**config.mk**
```make
export PLATFORM = sky130hd
export DESIGN_NAME = tc_cltu_decode
export DESIGN_NICKNAME = d
export VERILOG_FILES = /design/src/rtl/tc_cltu_decode.sv
export SDC_FILE = /design/constraint.sdc
export NUM_CORES = 1
export LEC_CHECK = 0
export CAP_MARGIN = 20
export CORE_MARGIN = 5
export CORE_UTILIZATION = 40
export DETAILED_ROUTE_END_ITERATION = 8
export PLACE_DENSITY_LB_ADDON = 0.08
export RECOVER_POWER = 100
export SYNTH_ARGS = -nofsm -noshare
export SYNTH_HDL_FRONTEND = slang
export SYNTH_SLANG_ARGS = --single-unit
export TNS_END_PERCENT = 5
```
**constraint.sdc**
```tcl
create_clock -name Clk -period 17.15 [get_ports Clk]
set_clock_uncertainty 0.1 [all_clocks]
set_input_delay 3.43 -clock Clk [delete_from_list [all_inputs] [get_ports Clk]]
set_output_delay 3.43 -clock Clk [all_outputs]
set_load 0.005 [all_outputs]
```
**src/rtl/tc_cltu_decode.sv**
```systemverilog
// ---------------------------------------------------------------------------
// tc_cltu_decode
//
// Telecommand CLTU front end. Hunts the 16-bit start sequence in the
// demodulated bit stream, then collects 64-bit BCH(63,56) codeblocks. Each
// block is checked (and optionally corrected), and its 56 information bits
// are streamed out as one contiguous DataO/En_DataO burst. The tail
// sequence ends the CLTU.
//
// Optional feature macro: TC_BCH_CORRECT_EN
//   defined   : single-bit errors are corrected by a 63-step Meggitt search
//               (CHECK always lasts 63 cycles).
//   undefined : any nonzero remainder rejects the block (CHECK lasts 1 cycle).
//
// Ports
//   Clk        in   system clock
//   Rst        in   asynchronous, active-high reset
//   BitI       in   received bit, sampled when BitEn=1
//   BitEn      in   one-cycle bit strobe (strobes at least 2 Clk apart)
//   DataO      out  decoded info bit, valid while En_DataO=1, else 0
//   En_DataO   out  high for 56 consecutive cycles per good block
//   Block_ErrO out  one-cycle pulse per uncorrectable or overrun block
//   IP_END_O   out  one-cycle pulse on tail sequence detection
//   Lock_O     out  high from start-sequence match until tail/error/reset
// ---------------------------------------------------------------------------
`timescale 1ns/1ps

module tc_cltu_decode (
  input  logic Clk,
  input  logic Rst,
  input  logic BitI,
  input  logic BitEn,
  output logic DataO,
  output logic En_DataO,
  output logic Block_ErrO,
  output logic IP_END_O,
  output logic Lock_O
);

  localparam logic [15:0] START_SEQ = 16'hEB90;
  localparam logic [63:0] TAIL_SEQ  = 64'hC5C5C5C5C5C5C579;
  // g(x) = x^7 + x^6 + x^2 + 1; the x^7 term is implied by the shift-out.
  localparam logic [6:0]  GEN_LOW   = 7'h45;

  // Receive side hunts/collects; processing side checks/outputs the hold
  // register, so a new block can be collected while the previous one drains.
  typedef enum logic {SEARCH, COLLECT} rx_state_t;
  typedef enum logic [1:0] {IDLE, CHECK, OUTPUT} proc_state_t;

  rx_state_t   rx_state;
  proc_state_t proc_state;

  // Only the previous 15 bits are kept; the 16th is the incoming BitI.
  logic [14:0] search_reg;
  // Likewise the collect register keeps 63 bits; BitI completes the block.
  logic [62:0] collect_reg;
  logic [63:0] hold_reg;
  logic [5:0]  bit_cnt;
  logic [5:0]  out_cnt;

  logic [63:0] block_next;
  logic [62:0] codeword;
  logic [6:0]  rem_hold;
  logic [63:0] hold_fixed;
  logic        check_done;
  logic        check_good;

  // Remainder of the 63-bit codeword (first bit = highest power) mod g(x),
  // evaluated Horner-style: r = r*x + bit, reducing x^7 back into the field.
  function automatic logic [6:0] bch_remainder(input logic [62:0] cw);
    logic [6:0] r;
    r = 7'd0;
    for (int i = 62; i >= 0; i--) begin
      r = {r[5:0], cw[i]} ^ (r[6] ? GEN_LOW : 7'd0);
    end
    return r;
  endfunction

`ifdef TC_BCH_CORRECT_EN
  logic [6:0] syndrome;
  logic [5:0] step_cnt;
  logic       found;
  logic       zero_rem;
  logic [6:0] syn_cur;
  logic [6:0] syn_rot;
  logic       hit;

  function automatic logic [6:0] mul_x(input logic [6:0] s);
    return {s[5:0], 1'b0} ^ (s[6] ? GEN_LOW : 7'd0);
  endfunction
`endif

  // Block assembly, parity re-inversion and the check/correct decision.
  always_comb begin
    block_next = {collect_reg, BitI};
    codeword   = {hold_reg[63:8], ~hold_reg[7:1]};
    rem_hold   = bch_remainder(codeword);
    hold_fixed = hold_reg;
`ifdef TC_BCH_CORRECT_EN
    // Step 0 seeds the rotation with the fresh remainder. A single error at
    // codeword power j gives x^j, which reaches 1 after k = 63-j rotations,
    // i.e. at step k-1, so the bit to flip is hold index 63-step.
    syn_cur = (step_cnt == 6'd0) ? rem_hold : syndrome;
    syn_rot = mul_x(syn_cur);
    hit     = (syn_rot == 7'd1) && !found;
    if (hit) begin
      hold_fixed = hold_reg ^ (64'd1 << (6'd63 - step_cnt));
    end
    check_done = (step_cnt == 6'd62);
    check_good = zero_rem || found || hit;
`else
    check_done = 1'b1;
    check_good = (rem_hold == 7'd0);
`endif
  end

  // Both state machines share one register block. The processing side is
  // written last so an uncorrectable block overrides any receive activity
  // in the same cycle (it clears the collect state and drops lock).
  always_ff @(posedge Clk or posedge Rst) begin
    if (Rst) begin
      rx_state    <= SEARCH;
      proc_state  <= IDLE;
      search_reg  <= '0;
      collect_reg <= '0;
      hold_reg    <= '0;
      bit_cnt     <= '0;
      out_cnt     <= '0;
      DataO       <= 1'b0;
      En_DataO    <= 1'b0;
      Block_ErrO  <= 1'b0;
      IP_END_O    <= 1'b0;
      Lock_O      <= 1'b0;
`ifdef TC_BCH_CORRECT_EN
      syndrome    <= '0;
      step_cnt    <= '0;
      found       <= 1'b0;
      zero_rem    <= 1'b0;
`endif
    end else begin
      IP_END_O   <= 1'b0;
      Block_ErrO <= 1'b0;

      case (rx_state)
        SEARCH: begin
          if (BitEn) begin
            if ({search_reg, BitI} == START_SEQ) begin
              Lock_O      <= 1'b1;
              search_reg  <= '0;
              collect_reg <= '0;
              bit_cnt     <= '0;
              rx_state    <= COLLECT;
            end else begin
              search_reg <= {search_reg[13:0], BitI};
            end
          end
        end
        COLLECT: begin
          if (BitEn) begin
            if (bit_cnt != 6'd63) begin
              collect_reg <= block_next[62:0];
              bit_cnt     <= bit_cnt + 6'd1;
            end else begin
              collect_reg <= '0;
              bit_cnt     <= '0;
              if (block_next == TAIL_SEQ) begin
                IP_END_O <= 1'b1;
                Lock_O   <= 1'b0;
                rx_state <= SEARCH;
              end else if (proc_state == IDLE) begin
                hold_reg   <= block_next;
                proc_state <= CHECK;
`ifdef TC_BCH_CORRECT_EN
                step_cnt   <= '0;
                found      <= 1'b0;
`endif
              end else begin
                // Previous block still busy: the new block is lost.
                Block_ErrO <= 1'b1;
                Lock_O     <= 1'b0;
                rx_state   <= SEARCH;
              end
            end
          end
        end
        default: rx_state <= SEARCH;
      endcase

      case (proc_state)
        CHECK: begin
`ifdef TC_BCH_CORRECT_EN
          syndrome <= syn_rot;
          step_cnt <= step_cnt + 6'd1;
          hold_reg <= hold_fixed;
          if (step_cnt == 6'd0) begin
            zero_rem <= (rem_hold == 7'd0);
          end
          if (hit) begin
            found <= 1'b1;
          end
`endif
          if (check_done) begin
            if (check_good) begin
              DataO      <= hold_fixed[63];
              En_DataO   <= 1'b1;
              hold_reg   <= {hold_fixed[62:0], 1'b0};
              out_cnt    <= 6'd1;
              proc_state <= OUTPUT;
            end else begin
              Block_ErrO  <= 1'b1;
              Lock_O      <= 1'b0;
              rx_state    <= SEARCH;
              collect_reg <= '0;
              bit_cnt     <= '0;
              proc_state  <= IDLE;
            end
          end
        end
        OUTPUT: begin
          if (out_cnt == 6'd56) begin
            DataO      <= 1'b0;
            En_DataO   <= 1'b0;
            out_cnt    <= '0;
            proc_state <= IDLE;
          end else begin
            DataO    <= hold_reg[63];
            hold_reg <= {hold_reg[62:0], 1'b0};
            out_cnt  <= out_cnt + 6'd1;
          end
        end
        default: ;
      endcase
    end
  end

endmodule
```
==> metrics.csv <==
stage,metric,value,unit
status,outcome,finished with violations,
status,violations,"max-capacitance violations, max-slew violations",
logic_synthesis,seq_area_frac_synth,0.434,
timing,setup_tns,0,ns
route,routedWlPerCell,19.6,um
route,vias_per_cell,5.56,
clock_tree,clockRootBuffer,clkbuf_16,
route,drc_errors,0,
place,hpwl,15.2,mm
power,p_leak,5.08,nW
route,dr.pass1.iters,5,
worst_setup_path,cp.arrival,9.45,ns
logic_synthesis,syn_area,9350,um2
grt,grt_max_degree,84,
worst_setup_path,end_kind,asynchronous set/reset pin,
logic_synthesis,synth-edff-count,0,
timing,fmax,101,MHz
logic_synthesis,ys_dominant_reg_cell,dfrtp_1,
clock_tree,clkSinkCount,162,
clock_tree,cts.path.max_buffers,2,
place,port_buffers,8,
timing,tightest_slew,3.86,ns
clock_tree,numCtsBuffers,17,
grt,overflow,0,
power,p_total,824,uW
logic_synthesis,synth.distinct_cells,52,
timing,slew_viol_final,273,
timing,timing.final.crit_period,9.92,ns
clock_tree,cts.htree.levels,4,
die,dieArea,26500,um2
logic_synthesis,synth-seq-cells,162,
die,rows,56,
die,core,23300,um2
timing,rsz0062_at_grt,no,
final_layout,final_nets,818,
die,num_io_pins,9,
clock_tree,ctsResizeCount,0,
grt,grt_pass1_vias,6352,
run,drv_cap,4,
clock_tree,cts_tree,done,
logic_synthesis,synth.avg_cell_area,11.4,um2
final_layout,final_layout_size_suffix_gt1_frac,0.0560,
final_layout,area_growth,10.1,%
die,start_util,0.402,
grt,grt_pass1_wl,36.6,mm
timing,hold_viol_final,0,
die,die_w,163,um
route,first_iter_violations,481,
clock_tree,clk_pin_slew,0.08,ns
worst_setup_path,path_class,in -> async,
hold_path,worstHoldPathType,reg -> reg,
clock_tree,clk-insertion-delay-late,0.43,ns
grt,gr-usage-all-layers,0.175,
logic_synthesis,synth_warnings,0,
logic_synthesis,async_flop_share,1.00,
clock_tree,postCtsSetupRepairBufs,0,
final_layout,n_antenna_cell,0,
final_layout,postLayoutCellArea,10300,um2
timing,period_share,0.578,
timing,finalSetupViolations,0,
place,place_congestion,0.823,
die,die_y,163,um
clock_tree,hold_buffers,0,
final_layout,largest_reg_flops,64,
place,place_area,9720,um2
worst_setup_path,cp-start-kind,input pin,
power,powerDensity,80.1,nW/um2
worst_setup_path,critPathMaxFanout,83,
grt,antenna_found_initial,0,
power,peakVddDrop,0.0442,mV
route,postRouteAntennaNets,0,
logic_synthesis,syn_nets,833,
logic_synthesis,syn_inst,823,
worst_setup_path,worstPathRequired,16.69,ns
route,route.vias.total,6335,
route,wl,22.3,mm
timing,maxSlewHeadroom,-1.57,
worst max-delay path, stage by stage:
cell and delay [ns]:
dlygate4sd3_1 0.54, clkinvlp_2 2.06, clkbuf_1 0.56, clkbuf_1 2.75
cell usage after synthesis, types with 7 or more instances:
cell type,instances,area (um2)
dfrtp_1,162,4050
nor2_1,80,300
xnor2_1,79,692
mux2i_1,67,671
o2bb2ai_1,65,569
a22oi_1,64,480
nand2_1,60,225
xnor3_1,36,811
clkbuf_1,29,109
xor2_1,24,210
o21ai_0,16,80.1
a21oi_1,10,50.1
buf_2,10,50.1
nand3_1,10,50.1
inv_1,9,33.8
nor3_1,8,40.0
buf_1,7,26.3
nand4b_1,7,61.3
xor3_1,7,166
per-layer routing:
layer  GRT usage  part of all wire  up-vias
met3      0.0316             0.029       16
met4      0.0370             0.011        0
li1            -                 -     2954
met5           0                 0        -
met2       0.288              0.48      125
met1       0.245              0.48     3240
where the power goes:
group          switching, mW  internal [mW]
registers             0.0150          0.397
clock network          0.181          0.196
logic                 0.0235         0.0123
logic make-up (layout without fill, tap and decap cells):
kind of cell	count (synthesis)	in the layout	synth area share
simple gates	201	201	0.102
fa+ha+maj	6	6	0.00803
flops	162	162	0.434
xor+xnor	152	152	0.213
mux	67	67	0.0717
compound gates	174	174	0.143
buf+inv	61	59	0.0282
layout by cell type (no fill, tap or decap), types with 3 or more instances in the layout:
cell,Yosys,layout
nand2_1,60,59
nor2_1,80,80
inv_6,0,3
nand3_1,10,10
clkbuf_16,0,17
xnor2_2,4,3
dlygate4sd3_1,0,8
a221o_1,3,3
nor4b_1,3,3
a31oi_1,4,3
o2bb2ai_1,65,65
nand4b_1,7,7
clkinv_8,0,3
xnor2_1,79,80
nand2b_1,3,3
nand3b_1,3,3
xor2_1,24,24
xor3_1,7,7
and3_1,3,3
buf_4,6,3
inv_1,9,8
ha_1,6,6
inv_8,0,5
nor4bb_1,6,6
mux2i_1,67,67
nor3_1,8,8
clkbuf_1,29,6
a21oi_1,10,10
nor4_1,4,4
a22oi_1,64,64
xnor3_1,36,37
o21ai_0,16,15
dfrtp_1,162,162
path summary, 6_finish.rpt:
path | depth (start not counted) | start | endpoint | slack [ns]
setup / recovery | 4 | Rst | hold_fixed[25] | 7.23
hold / removal | 2 | search_reg[14] | search_reg[14] | 0.39
setup reg to reg | 14 | hold_fixed[63] | bit_cnt[5] | 8.66
hold reg to reg | 2 | search_reg[14] | search_reg[14] | 0.39
max in group Clk | 14 | hold_fixed[63] | bit_cnt[5] | 8.66
min in group asynchronous | 2 | Rst | search_reg[1] | 4.44
cell type report:
| cell class | instances | area (um2) |
|---|---|---|
| Fill cell | 2205 | 13000 |
| Multi-Input combinational cell | 600 | 5060 |
| Sequential cell | 162 | 4050 |
| Clock buffer | 17 | 425 |
| Tap cell | 319 | 399 |
| Clock inverter | 15 | 161 |
| Timing Repair Buffer | 18 | 153 |
| Inverter | 9 | 35.0 |
metrics by stage:
stage / worst slack [ns] / util / cells / hold slack [ns]
floorplan: 9.24 / - / 823 / 0.350
global placement: 10.78 / 0.417 / 1105 / 0.363
detailed placement: 10.63 / 0.418 / 1106 / 0.371
CTS: 10.62 / 0.443 / 1138 / 0.391
global route: 5.63 / 0.442 / 1140 / 0.422
finish: 7.23 / 0.442 / 1140 / 0.389
Note: power is estimated with default switching activity, not from simulation.
